$ cat config.mk
export PLATFORM = sky130hd
export DESIGN_NAME = lsu_axi_lite_master_flat
export DESIGN_NICKNAME = d
export VERILOG_FILES = /design/src/rtl/axi_lite_pkg.sv /design/src/rtl/axi_lite_if.sv /design/src/rtl/lsu_axi_lite_master.sv /design/src/flat_wrapper.sv
export SDC_FILE = /design/constraint.sdc
export NUM_CORES = 1
export LEC_CHECK = 0
export ABC_AREA = 1
export CORE_MARGIN = 4
export CORE_UTILIZATION = 38
export CTS_CLUSTER_SIZE = 30
export DETAILED_ROUTE_END_ITERATION = 10
export PLACE_DENSITY = 0.81
export SYNTH_ARGS = -nofsm -noshare
export SYNTH_HDL_FRONTEND = slang
export SYNTH_SLANG_ARGS = --single-unit
$ cat constraint.sdc
create_clock -name clk -period 3 [get_ports clk]
set_input_delay 0.6 -clock clk [delete_from_list [all_inputs] [get_ports clk]]
set_output_delay 0.6 -clock clk [all_outputs]
set_load 0.01 [all_outputs]
$ cat src/rtl/axi_lite_pkg.sv
// Shared AXI4-Lite definitions used by the fabric-facing blocks.
//   axi_resp_t : encoding of RRESP/BRESP
//   is_err()   : 1 for any response other than OKAY. EXOKAY counts as an error
//                because AXI4-Lite has no exclusive access.
package axi_lite_pkg;

  typedef enum logic [1:0] {
    AXI_OKAY   = 2'b00,
    AXI_EXOKAY = 2'b01,
    AXI_SLVERR = 2'b10,
    AXI_DECERR = 2'b11
  } axi_resp_t;

  function automatic logic is_err(input axi_resp_t resp);
    return (resp != AXI_OKAY);
  endfunction

endpackage

$ cat src/rtl/axi_lite_if.sv
// AXI4-Lite channel bundle (AR, R, AW, W, B).
//   master modport : initiator side (drives valids on AR/AW/W, readies on R/B)
//   slave modport  : target side
interface axi_lite_if #(
  parameter int ADDR_W = 32,
  parameter int DATA_W = 32
);

  logic [ADDR_W-1:0]   araddr;
  logic                arvalid;
  logic                arready;

  logic [DATA_W-1:0]   rdata;
  logic [1:0]          rresp;
  logic                rvalid;
  logic                rready;

  logic [ADDR_W-1:0]   awaddr;
  logic                awvalid;
  logic                awready;

  logic [DATA_W-1:0]   wdata;
  logic [DATA_W/8-1:0] wstrb;
  logic                wvalid;
  logic                wready;

  logic [1:0]          bresp;
  logic                bvalid;
  logic                bready;

  modport master (
    output araddr, arvalid, input arready,
    input  rdata, rresp, rvalid, output rready,
    output awaddr, awvalid, input awready,
    output wdata, wstrb, wvalid, input wready,
    input  bresp, bvalid, output bready
  );

  modport slave (
    input  araddr, arvalid, output arready,
    output rdata, rresp, rvalid, input rready,
    input  awaddr, awvalid, output awready,
    input  wdata, wstrb, wvalid, output wready,
    output bresp, bvalid, input bready
  );

endinterface

$ cat src/rtl/lsu_axi_lite_master.sv
// AXI4-Lite initiator: turns one request (read or write) into AXI4-Lite channel
// traffic and returns exactly one response. One transaction outstanding at a time.
// Ports:
//   clk, reset         : clock, synchronous active-high reset
//   req_valid/req_ready: request handshake (ready only while idle)
//   req_we             : 1 = write, 0 = read
//   req_addr           : byte address, passed to araddr/awaddr unmodified
//   req_wdata/req_wstrb: write data and byte strobes
//   rsp_valid          : one-cycle response pulse
//   rsp_rdata          : read data (0 for writes), held until next response
//   rsp_err            : response was not OKAY, held until next response
//   m                  : AXI4-Lite master port
// Every AXI output comes straight from a flop, so no valid depends on a ready.
// There is deliberately no timeout: a silent slave stalls the block.
module lsu_axi_lite_master
  import axi_lite_pkg::*;
#(
  parameter int ADDR_W = 32,
  parameter int DATA_W = 32
) (
  input  logic                clk,
  input  logic                reset,
  input  logic                req_valid,
  output logic                req_ready,
  input  logic                req_we,
  input  logic [ADDR_W-1:0]   req_addr,
  input  logic [DATA_W-1:0]   req_wdata,
  input  logic [DATA_W/8-1:0] req_wstrb,
  output logic                rsp_valid,
  output logic [DATA_W-1:0]   rsp_rdata,
  output logic                rsp_err,
  axi_lite_if.master          m
);

  typedef enum logic [2:0] {
    S_IDLE,
    S_RD_ADDR,
    S_RD_DATA,
    S_WR_REQ,
    S_WR_RESP,
    S_RESP
  } state_t;

  state_t              state;
  logic                req_ready_q;
  logic                arvalid_q;
  logic                rready_q;
  logic                awvalid_q;
  logic                wvalid_q;
  logic                bready_q;
  logic                rsp_valid_q;
  logic                aw_done;
  logic                w_done;
  logic                aw_done_nxt;
  logic                w_done_nxt;

  logic [ADDR_W-1:0]   addr_q;
  logic [DATA_W-1:0]   wdata_q;
  logic [DATA_W/8-1:0] wstrb_q;

  // A channel counts as done if it completed earlier or handshakes this cycle,
  // which lets AW and W finish in either order or together.
  assign aw_done_nxt = aw_done | (awvalid_q & m.awready);
  assign w_done_nxt  = w_done  | (wvalid_q  & m.wready);

  // Request payload: captured on accept, not reset (datapath only).
  always_ff @(posedge clk) begin
    if (req_valid && req_ready_q) begin
      addr_q  <= req_addr;
      wdata_q <= req_wdata;
      wstrb_q <= req_wstrb;
    end
  end

  always_ff @(posedge clk) begin
    if (reset) begin
      state       <= S_IDLE;
      req_ready_q <= 1'b1;
      arvalid_q   <= 1'b0;
      rready_q    <= 1'b0;
      awvalid_q   <= 1'b0;
      wvalid_q    <= 1'b0;
      bready_q    <= 1'b0;
      rsp_valid_q <= 1'b0;
      rsp_rdata   <= '0;
      rsp_err     <= 1'b0;
      aw_done     <= 1'b0;
      w_done      <= 1'b0;
    end else begin
      case (state)
        S_IDLE: begin
          if (req_valid) begin
            req_ready_q <= 1'b0;
            if (req_we) begin
              state     <= S_WR_REQ;
              awvalid_q <= 1'b1;
              wvalid_q  <= 1'b1;
              aw_done   <= 1'b0;
              w_done    <= 1'b0;
            end else begin
              state     <= S_RD_ADDR;
              arvalid_q <= 1'b1;
            end
          end
        end

        S_RD_ADDR: begin
          if (m.arready) begin
            arvalid_q <= 1'b0;
            rready_q  <= 1'b1;
            state     <= S_RD_DATA;
          end
        end

        S_RD_DATA: begin
          if (m.rvalid) begin
            rready_q    <= 1'b0;
            rsp_rdata   <= m.rdata;
            rsp_err     <= is_err(axi_resp_t'(m.rresp));
            rsp_valid_q <= 1'b1;
            state       <= S_RESP;
          end
        end

        S_WR_REQ: begin
          // Each valid drops the cycle after its own handshake.
          if (awvalid_q && m.awready) begin
            awvalid_q <= 1'b0;
            aw_done   <= 1'b1;
          end
          if (wvalid_q && m.wready) begin
            wvalid_q <= 1'b0;
            w_done   <= 1'b1;
          end
          if (aw_done_nxt && w_done_nxt) begin
            bready_q <= 1'b1;
            state    <= S_WR_RESP;
          end
        end

        S_WR_RESP: begin
          if (m.bvalid) begin
            bready_q    <= 1'b0;
            rsp_rdata   <= '0;
            rsp_err     <= is_err(axi_resp_t'(m.bresp));
            rsp_valid_q <= 1'b1;
            state       <= S_RESP;
          end
        end

        S_RESP: begin
          rsp_valid_q <= 1'b0;
          req_ready_q <= 1'b1;
          state       <= S_IDLE;
        end

        default: begin
          state       <= S_IDLE;
          req_ready_q <= 1'b1;
          arvalid_q   <= 1'b0;
          rready_q    <= 1'b0;
          awvalid_q   <= 1'b0;
          wvalid_q    <= 1'b0;
          bready_q    <= 1'b0;
          rsp_valid_q <= 1'b0;
        end
      endcase
    end
  end

  assign req_ready = req_ready_q;
  assign rsp_valid = rsp_valid_q;

  assign m.araddr  = addr_q;
  assign m.arvalid = arvalid_q;
  assign m.rready  = rready_q;
  assign m.awaddr  = addr_q;
  assign m.awvalid = awvalid_q;
  assign m.wdata   = wdata_q;
  assign m.wstrb   = wstrb_q;
  assign m.wvalid  = wvalid_q;
  assign m.bready  = bready_q;

endmodule

$ cat src/flat_wrapper.sv
// flat-port wrapper written by rule: the top's interface ports become plain ports
module lsu_axi_lite_master_flat import axi_lite_pkg::*;
#(
  parameter int ADDR_W = 32,
  parameter int DATA_W = 32
)
  (clk, reset, req_valid, req_ready, req_we, req_addr, req_wdata, req_wstrb, rsp_valid, rsp_rdata, rsp_err, m_araddr, m_arvalid, m_arready, m_rdata, m_rresp, m_rvalid, m_rready, m_awaddr, m_awvalid, m_awready, m_wdata, m_wstrb, m_wvalid, m_wready, m_bresp, m_bvalid, m_bready);
  axi_lite_if #(.ADDR_W(ADDR_W), .DATA_W(DATA_W)) m_i ();
  input  logic clk;
  input  logic reset;
  input  logic req_valid;
  output logic req_ready;
  input  logic req_we;
  input  logic [ADDR_W-1:0] req_addr;
  input  logic [DATA_W-1:0] req_wdata;
  input  logic [DATA_W/8-1:0] req_wstrb;
  output logic rsp_valid;
  output logic [DATA_W-1:0] rsp_rdata;
  output logic rsp_err;
  output wire logic [$bits(m_i.araddr)-1:0] m_araddr;
  output wire logic [$bits(m_i.arvalid)-1:0] m_arvalid;
  input wire logic [$bits(m_i.arready)-1:0] m_arready;
  input wire logic [$bits(m_i.rdata)-1:0] m_rdata;
  input wire logic [$bits(m_i.rresp)-1:0] m_rresp;
  input wire logic [$bits(m_i.rvalid)-1:0] m_rvalid;
  output wire logic [$bits(m_i.rready)-1:0] m_rready;
  output wire logic [$bits(m_i.awaddr)-1:0] m_awaddr;
  output wire logic [$bits(m_i.awvalid)-1:0] m_awvalid;
  input wire logic [$bits(m_i.awready)-1:0] m_awready;
  output wire logic [$bits(m_i.wdata)-1:0] m_wdata;
  output wire logic [$bits(m_i.wstrb)-1:0] m_wstrb;
  output wire logic [$bits(m_i.wvalid)-1:0] m_wvalid;
  input wire logic [$bits(m_i.wready)-1:0] m_wready;
  input wire logic [$bits(m_i.bresp)-1:0] m_bresp;
  input wire logic [$bits(m_i.bvalid)-1:0] m_bvalid;
  output wire logic [$bits(m_i.bready)-1:0] m_bready;
  assign m_araddr = m_i.araddr;
  assign m_arvalid = m_i.arvalid;
  assign m_i.arready = m_arready;
  assign m_i.rdata = m_rdata;
  assign m_i.rresp = m_rresp;
  assign m_i.rvalid = m_rvalid;
  assign m_rready = m_i.rready;
  assign m_awaddr = m_i.awaddr;
  assign m_awvalid = m_i.awvalid;
  assign m_i.awready = m_awready;
  assign m_wdata = m_i.wdata;
  assign m_wstrb = m_i.wstrb;
  assign m_wvalid = m_i.wvalid;
  assign m_i.wready = m_wready;
  assign m_i.bresp = m_bresp;
  assign m_i.bvalid = m_bvalid;
  assign m_bready = m_i.bready;
  lsu_axi_lite_master #(.ADDR_W(ADDR_W), .DATA_W(DATA_W)) u_core (.clk(clk), .reset(reset), .req_valid(req_valid), .req_ready(req_ready), .req_we(req_we), .req_addr(req_addr), .req_wdata(req_wdata), .req_wstrb(req_wstrb), .rsp_valid(rsp_valid), .rsp_rdata(rsp_rdata), .rsp_err(rsp_err), .m(m_i));
endmodule
### Word level (Yosys, flattened, before mapping)

Cells that the tools add are included.

| storage, ports and cells | value |
|---|---|
| word-level logic and storage cells | 105 |
| flip-flop bits (word level) | 113 |

| cells by class | value |
|---|---|
| equal/unequal tests | 14 |
| mux-type cells | 40 |
| bitwise operators | 10 |
| reduce and logical (&&, ||, !) cells | 26 |

Operators by type and width:

| operator | count |
|---|---|
| 32-bit two-way mux | 2 |
| 32-bit case mux with 2 select lines | 1 |
| 1-bit two-way mux | 20 |
| 4-bit AND reduction | 5 |
| 4-bit OR reduction | 5 |
| 1-bit case mux with 3 select lines | 6 |
| 3-bit two-way mux | 5 |
| 3-bit case mux with 5 select lines | 1 |
| 2-bit != test, second input constant | 6 |
| 3-bit AND reduction | 4 |
| 1-bit case mux with 2 select lines | 4 |
| 2-bit nonzero test | 4 |
| 3-bit by 2-bit equality test with 1-bit output, second input constant | 2 |
| 3-bit equality test, second input constant | 2 |
| 2-bit by 1-bit != test with 1-bit output, second input constant | 3 |
| 1-bit inverter | 6 |
| 5-bit AND reduction | 1 |
| 1-bit logical AND | 4 |
| 3-bit by 1-bit equality test with 1-bit output, second input constant | 1 |
| 3-bit logical NOT | 1 |
| 3-bit OR reduction | 1 |
| 1-bit bitwise AND | 2 |
| 2-bit two-way mux | 1 |
| 1-bit bitwise OR | 2 |
| 2-bit AND reduction | 1 |

### Logic depth before layout (Yosys ltp)

| depth | value |
|---|---|
| depth in word-level cells | 5 |
| depth in mapped cells | 10 |

### Least setup slack after synthesis

No wires, ideal clock.

| path | value |
|---|---|
| path type | input to register |
| start point | in req_valid |
| end point | reg u_core.addr_q[0] (netlist: u_core.m.araddr[0]), enable pin |
| data required time | 2.578 ns |
| path slack | 0.604 ns |
| arrival | 1.974 ns |
| library setup time | 0.422 ns |
| stages on the path | 2 |
| path through | nand2_1 -> inv_1 |

| between the ends | value |
|---|---|
| word-level cells in the longest chain between the ends | 1 |

Ends and longest elaborated chain:

| item | line | RTL |
|---|---|---|
| start: declaration | flat_wrapper.sv:11 | `input logic req_valid;` |
| 1-bit logical AND | lsu_axi_lite_master.sv:68 | `if (req_valid && req_ready_q) begin` |
| end signal: assignment | lsu_axi_lite_master.sv:69 | `addr_q <= req_addr;` |
| end: declaration | lsu_axi_lite_master.sv:57 | `logic [ADDR_W-1:0] addr_q;` |

No other way between the ends.
A chain may end at the register's enable or synchronous reset.

### Worst setup path after layout

| path | value |
|---|---|
| start point | reg u_core.addr_q[30] (netlist: u_core.m.araddr[30]) |
| end point | out m_araddr[30] |

RTL lines:

| item | line | RTL |
|---|---|---|
| end: declaration | flat_wrapper.sv:20 | `output wire logic [$bits(m_i.araddr)-1:0] m_araddr;` |

No word-level cell between the ends.

==> run summary <==
outcome: finished, final reports clean
hpwl dp: 10570 µm
NetSw: 1.660 mW
CTS clk-pin slew, worst paths: 60 ps
CTS tree: done
flop-to-flop setup slack: 1180 ps
Worst-Margin Slew: 852.1 ps
largest net degree at the start of global routing: 52
Tot GR Track Use: 19.58%
Mapped Avg Cell Area: 11.74 µm²
input/output buffers: 252
DR vias/cell: 4.759
num rows: 38
Starting Density: 39.59%
via count: 3574
share of cells above drive strength 1: 10.67%
setup bufs post-CTS: 0
crit path DAT: 1340 ps
Sw Share: 29.84%
pwr dens: 761.7 nW/µm²
Distinct cells, synth: 26
RSZ-0062 raised after global routing: no
CP endpoint kind: output pin
Hold Startpoint: u_core.m.wvalid$_SDFFE_PP0P_
Routed Antenna Nets: 0
Clock power frac: 34.0%
Worst-Skew Late Latency: 390 ps
filler instances: 823
crit start category: flip-flop
htree depth: 4
Die Y-Extent: 115.2 µm
RR Startpoint: u_core.state[0]$_SDFFE_PP0P_
Post-Route Setup TNS: 0 ps
Register-to-Register Path Depth: 8
hold depth: 2
Power Internal: 3.903 mW
Comb pwr share: 28.5%
1st-pass router iterations: 4
initial drt markers: 202
fin cells: 751
Core Region: 11030 µm²
Yosys reg bits: 113
Routed WL: 13660 µm
Fin Clk Skew: 8.630 ps
fin nets: 709
Routed WL per cell: 18.19 µm
die area: 13270 µm²
endpoints failing setup: 0
Peak Freq: 515.2 MHz
Synth Cell Area: 4367 µm²
WP data required: 2400 ps
total CTS buffers: 17
worst r2r dst: u_core.rsp_rdata[4]$_SDFFE_PP0P_
Max-slew headroom: 43.19%
area of the multi-input gates: 992.2 µm²
CP bufs+invs: 1
kind of critical path: flip-flop to output pin
root buf cell: clkbuf_16
first-pass GRT wire length: 19380 µm
crit path max-delay cell type: clkdlybuf4s50_1
VDD IR max: 532.6 µV
Synth-to-Final Area Change: 67.25%
critical path peak fanout: 2
Max Slew Vio Count: 0
Die X: 115.2 µm
initial antenna violation count: 1
worst hold endpoint: u_core.m.wvalid$_SDFFE_PP0P_
post_cts resized: 0
placed insts: 717
crit-path cells: clkdlybuf4s50_1
Synth Instances: 372
clock buffer depth: 2
Top Family by Delay on Critical Path: buffers and inverters
Seq/Total Area, Yosys: 67.39%
hold-fix buffer count after cts: 0
fin crit period: 1941 ps
Critical Path Max Stage Delay: 570 ps
sequential share of power: 37.5%
Hold Fails Final Rpt: 0
Leak Pwr: 2.643 nW
vias in the first global route: 3456
register area: 2943 µm²
number of primary I/O pins: 253
number of max-cap violations: 0
CTS sink count: 113
GRT overflow: 0
Min-Delay Path Class: flip-flop to flip-flop
RePlAce Congestion: 0.8407
Yosys warning count: 0
final worst path period share: 64.70%
Residual DRC: 0
Syn Nets: 485
-- through the flow --
step	hold slack (ps)	power, mW	area [µm²]	setup slack, ps	utilization [%]
after floorplan	449.6	3.018	4367	603.8	-
after global placement	449.1	3.654	6729	836.9	61.00
after detailed placement	454.1	3.704	6729	779.3	61.00
after CTS	462.9	5.610	7298	1040	66.16
after global routing	477.7	5.846	7301	1011	66.19
final	459.3	5.563	7303	1059	66.21
-- power by group through the flow --
stage | Clock, mW | Sequential, mW | Combinational (mW)
final | 1.89 | 2.09 | 1.59
after global routing | 2.02 | 2.11 | 1.72
after CTS | 1.93 | 2.08 | 1.60
after detailed placement | 0 | 2.11 | 1.59
after global placement | 0 | 2.09 | 1.56
after floorplan | 0 | 2.15 | 0.870
-- flip-flops by register name (all words and copies together), names as in the netlist --
name              count
u_core.m.wstrb        4
u_core.rsp_err        1
u_core.req_ready      1
u_core.w_done         1
u_core.m.bready       1
u_core.state          3
u_core.m.wvalid       1
u_core.m.arvalid      1
u_core.m.araddr      32
u_core.m.awvalid      1
u_core.m.rready       1
u_core.m.wdata       32
u_core.rsp_valid      1
u_core.aw_done        1
u_core.rsp_rdata     32
-- synthesized netlist by cell type --
master	n	area [µm²]
a31oi_1	1	6.260
buf_1	1	3.750
nor2_4	1	11.26
dfxtp_1	45	900.9
nand3_4	1	17.52
o21ai_0	9	45.04
o31ai_1	1	7.510
nor4_1	1	6.260
inv_4	4	25.02
nor2_1	12	45.04
buf_6	4	45.04
buf_4	34	255.2
nand3_1	48	240.2
nand2_2	11	68.82
nand4_1	1	6.260
clkbuf_1	5	18.77
buf_2	4	20.02
nand2_4	3	33.78
o211ai_1	2	15.01
inv_1	13	48.80
buf_8	1	15.01
nor2_8	1	20.02
a21oi_1	32	160.2
a21oi_2	10	87.58
edfxtp_1	68	2042
nand2_1	59	221.5
-- layout make-up --
class,count,share of cell area [%]
Clock buffer,18,5.876
Timing Repair Buffer,254,34.85
Antenna cell,2,0.06853
Sequential cell,113,40.29
Clock inverter,14,1.919
Tap cell,140,2.398
Multi-Input combinational cell,193,13.59
Inverter,17,1.011
-- cell usage in the layout, fill, tap and decap left out, types with 2 or more instances in the layout --
| cell type | synthesis | layout |
|---|---|---|
| clkinv_2 | 0 | 4 |
| dfxtp_1 | 45 | 45 |
| clkbuf_16 | 0 | 17 |
| nand3_1 | 48 | 48 |
| bufinv_16 | 0 | 2 |
| clkdlybuf4s50_1 | 0 | 251 |
| inv_6 | 0 | 2 |
| a21oi_2 | 10 | 10 |
| edfxtp_1 | 68 | 68 |
| o21ai_0 | 9 | 9 |
| a21oi_1 | 32 | 32 |
| nor2_1 | 12 | 12 |
| nand2_2 | 11 | 11 |
| nand2_4 | 3 | 3 |
| inv_4 | 4 | 4 |
| o211ai_1 | 2 | 2 |
| clkinvlp_4 | 0 | 4 |
| nand2_1 | 59 | 59 |
| diode_2 | 0 | 2 |
| inv_1 | 13 | 12 |
-- worst max path at each step --
| stage | from | to | cells past startpoint |
|---|---|---|---|
| final | u_core.m.araddr[30]$_DFFE_PP_ | m_araddr[30] | 1 |
| after global routing | u_core.m.araddr[30]$_DFFE_PP_ | m_araddr[30] | 1 |
| after CTS | u_core.m.araddr[30]$_DFFE_PP_ | m_araddr[30] | 1 |
| after detailed placement | req_valid | u_core.m.araddr[31]$_DFFE_PP_ | 4 |
| after global placement | req_valid | u_core.m.wdata[21]$_DFFE_PP_ | 4 |
| after floorplan | req_valid | u_core.m.araddr[0]$_DFFE_PP_ | 2 |
-- kinds of logic (layout without fill, tap and decap cells) --
logic type,count (synthesis),count (layout),share of synthesized area (%)
compound gates,55,55,7.364
other cells,0,2,0
simple gates,138,138,15.36
buf+inv,66,303,9.885
flops,113,113,67.39
-- routing by layer --
metal | vias up | track usage (%) | wire length (µm)
met5 | - | 0 | 0
met4 | 0 | 6.964 | 253
met3 | 14 | 5.632 | 1119
met2 | 197 | 37.15 | 7646
met1 | 1660 | 20.36 | 4645
li1 | 1703 | - | -
(Power assumes the default switching activity.)
